<file path="config.mk">
export PLATFORM = sky130hd
export DESIGN_NAME = vsu_strb
export DESIGN_NICKNAME = d
export VERILOG_FILES = /design/src/rtl/vsu_strb.sv
export SDC_FILE = /design/constraint.sdc
export NUM_CORES = 1
export LEC_CHECK = 0
export ABC_AREA = 1
export BUFFER_PORTS_ARGS = -buffer_cell sky130_fd_sc_hd__buf_4
export CELL_PAD_IN_SITES_DETAIL_PLACEMENT = 0
export CELL_PAD_IN_SITES_GLOBAL_PLACEMENT = 1
export CORE_UTILIZATION = 30
export DETAILED_ROUTE_END_ITERATION = 8
export GPL_TIMING_DRIVEN = 1
export PLACE_DENSITY = 0.53
export SLEW_MARGIN = 20
export SYNTH_ARGS = -nofsm -noshare
export SYNTH_HDL_FRONTEND = slang
export SYNTH_SLANG_ARGS = --single-unit
</file>
<file path="constraint.sdc">
create_clock -name clk_i -period 6 [get_ports clk_i]
set_input_delay 1.5 -clock clk_i [delete_from_list [all_inputs] [get_ports clk_i]]
set_output_delay 1.5 -clock clk_i [all_outputs]
set_load 0.05 [all_outputs]
</file>
<file path="src/rtl/vsu_strb.sv">
// Vector store unit with a strobed tail beat, zero-length requests and synchronous flush.
// Each lane pushes one VRF word into its own FIFO. The unit emits each row of lane words as
// NrLanes/OutWordsPerBeat output beats, with a byte strobe on the tail beat, and then reports
// completion to the committer.
// Ports:
//   clk_i, rst_i                   clock, synchronous active-high reset
//   req_valid_i/req_ready_o        store request handshake; req_vlb_i bytes, req_id_i id
//   lane_valid_i/lane_ready_o      per-lane operand push; lane_data_i packed lane words
//   out_valid_o/out_ready_i        output beat handshake; out_data_o, out_strb_o, out_last_o
//   flush_i                        abort current instruction and drop buffered operands
//   done_o, done_id_o              one-cycle completion pulse with instruction id
//   busy_o                         unit not idle
module vsu_strb #(
  parameter int unsigned NrLanes         = 4,
  parameter int unsigned LaneWordW       = 64,
  parameter int unsigned InBufDepth      = 4,
  parameter int unsigned OutWordsPerBeat = 1,
  parameter int unsigned VlBWidth        = 16,
  parameter int unsigned IdWidth         = 3
) (
  input  logic                                   clk_i,
  input  logic                                   rst_i,
  input  logic                                   req_valid_i,
  output logic                                   req_ready_o,
  input  logic [VlBWidth-1:0]                    req_vlb_i,
  input  logic [IdWidth-1:0]                     req_id_i,
  input  logic [NrLanes-1:0]                     lane_valid_i,
  output logic [NrLanes-1:0]                     lane_ready_o,
  input  logic [NrLanes*LaneWordW-1:0]           lane_data_i,
  output logic                                   out_valid_o,
  input  logic                                   out_ready_i,
  output logic [OutWordsPerBeat*LaneWordW-1:0]   out_data_o,
  output logic [OutWordsPerBeat*LaneWordW/8-1:0] out_strb_o,
  output logic                                   out_last_o,
  input  logic                                   flush_i,
  output logic                                   done_o,
  output logic [IdWidth-1:0]                     done_id_o,
  output logic                                   busy_o
);

  localparam int unsigned LaneWordB = LaneWordW / 8;
  localparam int unsigned BeatW     = OutWordsPerBeat * LaneWordW;
  localparam int unsigned BeatB     = OutWordsPerBeat * LaneWordB;
  localparam int unsigned NrBeats   = NrLanes / OutWordsPerBeat;
  localparam int unsigned BcW       = (NrBeats > 1) ? $clog2(NrBeats) : 1;
  localparam int unsigned PtrW      = $clog2(InBufDepth);
  localparam int unsigned CntW      = $clog2(InBufDepth + 1);
  localparam logic [VlBWidth-1:0] BeatBV = VlBWidth'(BeatB);

  typedef enum logic [1:0] {IDLE, STORE, ZDONE} state_e;

  state_e              state_q, state_d;
  logic [IdWidth-1:0]  id_q, id_d;
  logic [VlBWidth-1:0] rem_q, rem_d;
  logic [BcW-1:0]      beat_q, beat_d;

  logic [LaneWordW-1:0] mem_q    [NrLanes][InBufDepth];
  logic [PtrW-1:0]      wr_ptr_q [NrLanes];
  logic [PtrW-1:0]      wr_ptr_d [NrLanes];
  logic [PtrW-1:0]      rd_ptr_q [NrLanes];
  logic [PtrW-1:0]      rd_ptr_d [NrLanes];
  logic [CntW-1:0]      cnt_q    [NrLanes];
  logic [CntW-1:0]      cnt_d    [NrLanes];

  logic [NrLanes-1:0]           empty, full, push;
  logic [NrLanes*LaneWordW-1:0] head_flat;
  logic                         pop_all;
  logic                         valid_c, last_c, load_c;

  function automatic logic [PtrW-1:0] ptr_inc(input logic [PtrW-1:0] p);
    return (p == PtrW'(InBufDepth - 1)) ? '0 : p + 1'b1;
  endfunction

  // FIFO status and head words; pushes are dropped during flush
  always_comb begin
    for (int i = 0; i < NrLanes; i++) begin
      empty[i]        = (cnt_q[i] == '0);
      full[i]         = (cnt_q[i] == CntW'(InBufDepth));
      lane_ready_o[i] = ~full[i];
      push[i]         = lane_valid_i[i] & ~full[i] & ~flush_i;
      head_flat[i*LaneWordW +: LaneWordW] = mem_q[i][rd_ptr_q[i]];
    end
  end

  // FIFO pointer and occupancy update; all lanes pop together at the end of a row
  always_comb begin
    for (int i = 0; i < NrLanes; i++) begin
      wr_ptr_d[i] = wr_ptr_q[i];
      rd_ptr_d[i] = rd_ptr_q[i];
      cnt_d[i]    = cnt_q[i];
      if (push[i]) wr_ptr_d[i] = ptr_inc(wr_ptr_q[i]);
      if (pop_all) rd_ptr_d[i] = ptr_inc(rd_ptr_q[i]);
      cnt_d[i] = cnt_q[i] + CntW'(push[i]) - CntW'(pop_all);
      if (flush_i) begin
        wr_ptr_d[i] = '0;
        rd_ptr_d[i] = '0;
        cnt_d[i]    = '0;
      end
    end
  end

  // Next state and beat outputs
  always_comb begin
    state_d     = state_q;
    id_d        = id_q;
    rem_d       = rem_q;
    beat_d      = beat_q;
    req_ready_o = 1'b0;
    out_valid_o = 1'b0;
    out_data_o  = '0;
    out_strb_o  = '0;
    out_last_o  = 1'b0;
    done_o      = 1'b0;
    done_id_o   = id_q;
    pop_all     = 1'b0;
    load_c      = 1'b0;
    valid_c     = 1'b0;
    last_c      = (rem_q <= BeatBV);

    case (state_q)
      IDLE: begin
        req_ready_o = 1'b1;
        load_c      = req_valid_i;
      end
      ZDONE: begin
        done_o  = 1'b1;
        state_d = IDLE;
      end
      STORE: begin
        valid_c     = &(~empty);
        out_valid_o = valid_c;
        if (valid_c) begin
          for (int b = 0; b < NrBeats; b++) begin
            if (beat_q == BcW'(b)) out_data_o = head_flat[b*BeatW +: BeatW];
          end
          for (int j = 0; j < BeatB; j++) begin
            out_strb_o[j] = (VlBWidth'(j) < rem_q);
          end
          out_last_o = last_c;
        end
        if (valid_c && out_ready_i) begin
          rem_d   = (rem_q > BeatBV) ? rem_q - BeatBV : '0;
          // a partial tail row is popped whole
          pop_all = (beat_q == BcW'(NrBeats - 1)) || last_c;
          beat_d  = pop_all ? '0 : beat_q + 1'b1;
          if (last_c) begin
            done_o      = 1'b1;
            req_ready_o = 1'b1;
            state_d     = IDLE;
            load_c      = req_valid_i;
          end
        end
      end
      default: state_d = IDLE;
    endcase

    // new request, possibly back-to-back with the previous last beat
    if (load_c) begin
      id_d    = req_id_i;
      rem_d   = req_vlb_i;
      beat_d  = '0;
      state_d = (req_vlb_i == '0) ? ZDONE : STORE;
    end

    if (flush_i) begin
      state_d     = IDLE;
      rem_d       = '0;
      beat_d      = '0;
      req_ready_o = 1'b0;
      out_valid_o = 1'b0;
      out_data_o  = '0;
      out_strb_o  = '0;
      out_last_o  = 1'b0;
      done_o      = 1'b0;
      pop_all     = 1'b0;
      state_d     = IDLE;
    end
  end

  assign busy_o = (state_q != IDLE);

  // Control registers
  always_ff @(posedge clk_i) begin
    if (rst_i) begin
      state_q <= IDLE;
      id_q    <= '0;
      rem_q   <= '0;
      beat_q  <= '0;
      for (int i = 0; i < NrLanes; i++) begin
        wr_ptr_q[i] <= '0;
        rd_ptr_q[i] <= '0;
        cnt_q[i]    <= '0;
      end
    end else begin
      state_q <= state_d;
      id_q    <= id_d;
      rem_q   <= rem_d;
      beat_q  <= beat_d;
      for (int i = 0; i < NrLanes; i++) begin
        wr_ptr_q[i] <= wr_ptr_d[i];
        rd_ptr_q[i] <= rd_ptr_d[i];
        cnt_q[i]    <= cnt_d[i];
      end
    end
  end

  // FIFO storage, no reset needed
  always_ff @(posedge clk_i) begin
    for (int i = 0; i < NrLanes; i++) begin
      if (push[i]) mem_q[i][wr_ptr_q[i]] <= lane_data_i[i*LaneWordW +: LaneWordW];
    end
  end

endmodule
</file>
Word level (Yosys, flattened, before mapping)
Memories as Yosys holds them, arrays and structs flattened.
Cells that the tools add are included.
{ "classes": {"n_reduce_logical": 22, "muxes": 108, "n_addsub": 18, "eq_ne": 20, "bitwise_logic": 34, "magnitude_cmp": 22} }
{ "op_table": {"columns": ["cell", "n"], "rows": [
  ["$mux W64", 19],
  ["$mux W256", 4],
  ["$bmux W64 S2", 4],
  ["$demux W64 S2", 4],
  ["$mux W2", 37],
  ["$lt A3 B16 Y1 const A", 4],
  ["$mux W16", 4],
  ["$lt A1 B16 Y1 const A", 2],
  ["$lt A2 B16 Y1 const A", 2],
  ["$ge A3 B3 Y1 const B", 8],
  ["$mux W3", 8],
  ["$mux W8", 3],
  ["$not A2 Y3", 8],
  ["$eq A2 B2 Y1 const B", 11],
  ["$mux W1", 21],
  ["$add A2 B1 Y2 const B", 9],
  ["$gt A16 B4 Y1 const B", 1],
  ["$le A16 B4 Y1 const B", 1],
  ["$logic_not A16 Y1", 1],
  ["$sub A16 B4 Y16 const B", 1],
  ["$add A3 B1 Y3", 4],
  ["$eq A3 B3 Y1 const B", 4],
  ["$logic_not A3 Y1", 4],
  ["$lt A3 B1 Y1 const B", 4],
  ["other kinds (19)", 56]
]} }
{ "word_totals": {"ram_bits": 1052, "inputBits": 284, "elab_cells": 232, "memories": 4, "regBits": 23, "output_inout_bits": 84} }
{ "mem_list": {"columns": ["memory", "words", "word_bits", "read_ports", "rd_ports_with_merged_regs", "wr", "line_no", "rtl"], "rows": [
  ["mem_q", 4, 256, 4, 0, 4, "57", "logic [LaneWordW-1:0] mem_q [NrLanes][InBufDepth];"],
  ["cnt_q", 4, 3, 4, 0, 4, "62", "logic [CntW-1:0] cnt_q [NrLanes];"],
  ["rd_ptr_q", 4, 2, 4, 0, 4, "60", "logic [PtrW-1:0] rd_ptr_q [NrLanes];"],
  ["wr_ptr_q", 4, 2, 4, 0, 4, "58", "logic [PtrW-1:0] wr_ptr_q [NrLanes];"]
]} }

Depth between registers and ports, before layout
{ "depth": {"ltp_word": 11, "mapped_depth": 17, "depth_no_buf": 17} }

Least setup slack after synthesis
OpenSTA, ideal clock, no wires.
{ "synth_path": {"path_kind": "input to register", "from": "input flush_i", "to": "memory mem_q[1][0] in the netlist's numbering, enable pin", "required_time_ns": 5.513, "setup_ns": 0.487, "setup_slack_ns": 0.926, "stages": 3, "arrival_time_ns": 4.587, "n_path_buf": 0, "path_cell_list": "clkinv_1 -> nand3_1 -> nor2_1"} }
{ "synth_rtl": {"columns": ["item", "line_no", "rtl"], "rows": [
  ["from (decl)", "35", "input logic flush_i,"],
  ["to (decl)", "57", null]
]} }

==> reports/results.tsv <==
metric	value	unit
CTS resizes	0	
sequential cell area fraction in the yosys report	72.6	%
DRC	0	
commonest non-fill, non-tap cell in the layout	edfxtp_1	
Hold Path Stages	2	
gr usage total	17.6	%
MaxCap Viol Count	0	
Final period util	90.1	%
initial drt markers	1803	
latest clock arrival within the worst-skew pair	0.73	ns
Rel. slew slack	23.2	%
largest net degree at the start of global routing	131	
most frequent cells in the layout	edfxtp_1 (1,024), nand2_1 (527), nor2_1 (507), buf_4 (410), o21ai_0 (388)	
Post-synth EDFFs	1024	
final wirelength	133000	µm
antenna-violating nets left	0	
maximum VDD drop	0.000225	V
Hold Path Class	register to register	
Worst-Margin Slew	1.15	ns
CP endpoint kind	primary output	
Synth area leaders	edfxtp_1 (70%), nand2_1 (4.5%), nor2_1 (4.5%)	
H-tree depth	3	
number of distinct library cells after synthesis	36	
wire per inst	22.6	µm
routed vias/inst	4.83	
Die Footprint	147000	µm²
critical path data arrival time	3.91	ns
number of global-route vias before repair	26907	
final core utilization	36.5	%
Yosys top cell by area	edfxtp_1	
Worst Setup Start Kind	register	
# setup viols final	0	
CTS max path bufs	3	
critical path type	register to primary output	
Multi-input gate area	10800	µm²
Most used DFF post-synth	edfxtp_1	
Num CTS Buffers	119	
syn nets	3855	
LEAKAGE	0.0186	µW
Ys Warns	0	
Mean Syn Cell Area	12.4	µm²
initial antenna violation count	46	
remaining global-route overflow	0	
Max Slew Vio Count	0	
die height	384	µm
routed via count	28303	
Initial Util	30.4	%
status	complete, no violations	
first-pass GRT wire length	190000	µm
Ports	368	
setup TNS	0	ns
Core Footprint	144000	µm²
Reg area	31800	µm²
PortBufs	367	
Die W	384	µm
Final Hold Fails	0	
fin nets	4167	
mapped cell area	43800	µm²
Worst Path Max Fanout	73	
area share of the largest cell type after synthesis	70.2	%
CTS tree	done	
clk root buf	clkbuf_16	
layout cells sized above 1	16.3	%
FMAX	185	MHz
Syn Inst Count	3534	
1st-pass router iterations	5	
fill count	13971	
RSZ-0062 raised after global routing	false	
Final Critical Period	5.41	ns
pwr dens	307	nW/µm²
Post-CTS Setup Inserts	0	
TritonCTS Sinks	1075	
gp weighted congestion	0.758	
Clk pin slew, worst setup/hold paths	0.06	ns
Async SR Flop Fraction	0	%
dpl hpwl	86500	µm
WP data required	4.50	ns
P&R area growth vs syn	20.2	%
#FFs+latches synth	1075	
row cnt	139	
Layout Skew	0.0203	ns
# hold bufs at CTS	0	
Worst R2R Path Depth	17	
==> path summary, 6_finish.rpt <==
check	from	to	slack (ns)
max	rd_ptr_q[1][0]	out_data_o[49]	0.59
min	done_id_o[0]	done_id_o[0]	0.48
min reg2reg	done_id_o[0]	done_id_o[0]	0.48
max reg2reg	rem_q[3]	cnt_q[1][2]	2.71
==> kinds of logic (layout without fill, tap and decap cells) <==
logic type	count (synthesis)	in the layout	share of synthesized area, %
other	0	10	0
xor gates and xnor gates	13	13	0.260
AOI/OAI and AO/OA	903	903	12.3
DFF	1075	1075	72.6
buffers and inverters	333	746	3.13
and+or+nand+nor	1173	1173	10.6
adders and majority gates	37	37	1.13
==> power by group <==
group | internal [µW] | leakage [µW] | switching (µW) | total (µW)
Combinational | 241 | 0.00698 | 395 | 637
Clock | 4150 | 0.00186 | 2970 | 7120
Sequential | 8350 | 0.00972 | 29.7 | 8380
==> metrics by stage <==
step | cells | worst slack [ns] | power [µW] | hold slack, ns | cell area, µm²
final | 5860 | 0.594 | 16100 | 0.476 | 52600
after global routing | 5855 | 0.332 | 16700 | 0.496 | 52600
after CTS | 5850 | 0.506 | 16400 | 0.473 | 52600
after detailed placement | 5628 | 0.999 | 9180 | 0.462 | 48800
after global placement | 5628 | 1.05 | 9180 | 0.455 | 48800
after floorplan | 3534 | 0.926 | 8800 | 0.470 | 43800
==> layer usage <==
layer | up-vias | global-route usage [%] | routed length (µm)
li1 | 13493 | - | -
met1 | 13908 | 25.8 | 63400
met2 | 646 | 25.5 | 57200
met3 | 196 | 4.80 | 9360
met4 | 60 | 4.71 | 2220
met5 | - | 0 | 379
==> critical path: stages (launching register included) <==
cell     delay, ns
dfxtp_4       0.51
inv_4         0.65
buf_4         0.43
nand2_1       0.09
a32o_1        0.22
o21ai_0       0.50
a21oi_1       0.33
nor2_1        0.19
buf_4         0.22
==> registers in the layout, summed over array words and instances, names as in the netlist <==
signal and cells:
mem_q 1024, rem_q 16, cnt_q 12, rd_ptr_q 8, wr_ptr_q 8, done_id_o 3, beat_q 2, state_q 2
==> layout make-up <==
type,instances,area share [%]
timing repair buffer,428,6.54
tap,1903,4.53
sequential,1075,60.4
clock buffer,158,6.08
antenna,10,0.0476
clock inverter,64,1.15
inverter,96,0.723
multi-input combinational,2126,20.5
==> synthesized netlist by cell type (5+ instances only) <==
| library cell | instances |
|---|---|
| xor2_1 | 8 |
| nand2_4 | 5 |
| clkbuf_1 | 131 |
| o2111ai_1 | 12 |
| o21ai_1 | 83 |
| nor2_1 | 524 |
| inv_1 | 88 |
| buf_2 | 70 |
| edfxtp_1 | 1024 |
| o21ai_0 | 388 |
| dfxtp_1 | 51 |
| buf_4 | 7 |
| inv_2 | 6 |
| xnor2_1 | 5 |
| ha_1 | 33 |
| buf_1 | 28 |
| o211ai_1 | 65 |
| a21oi_1 | 223 |
| nand2_1 | 527 |
| nand3_1 | 97 |
| a32o_1 | 128 |
Note: power is estimated with default switching activity, not from simulation.
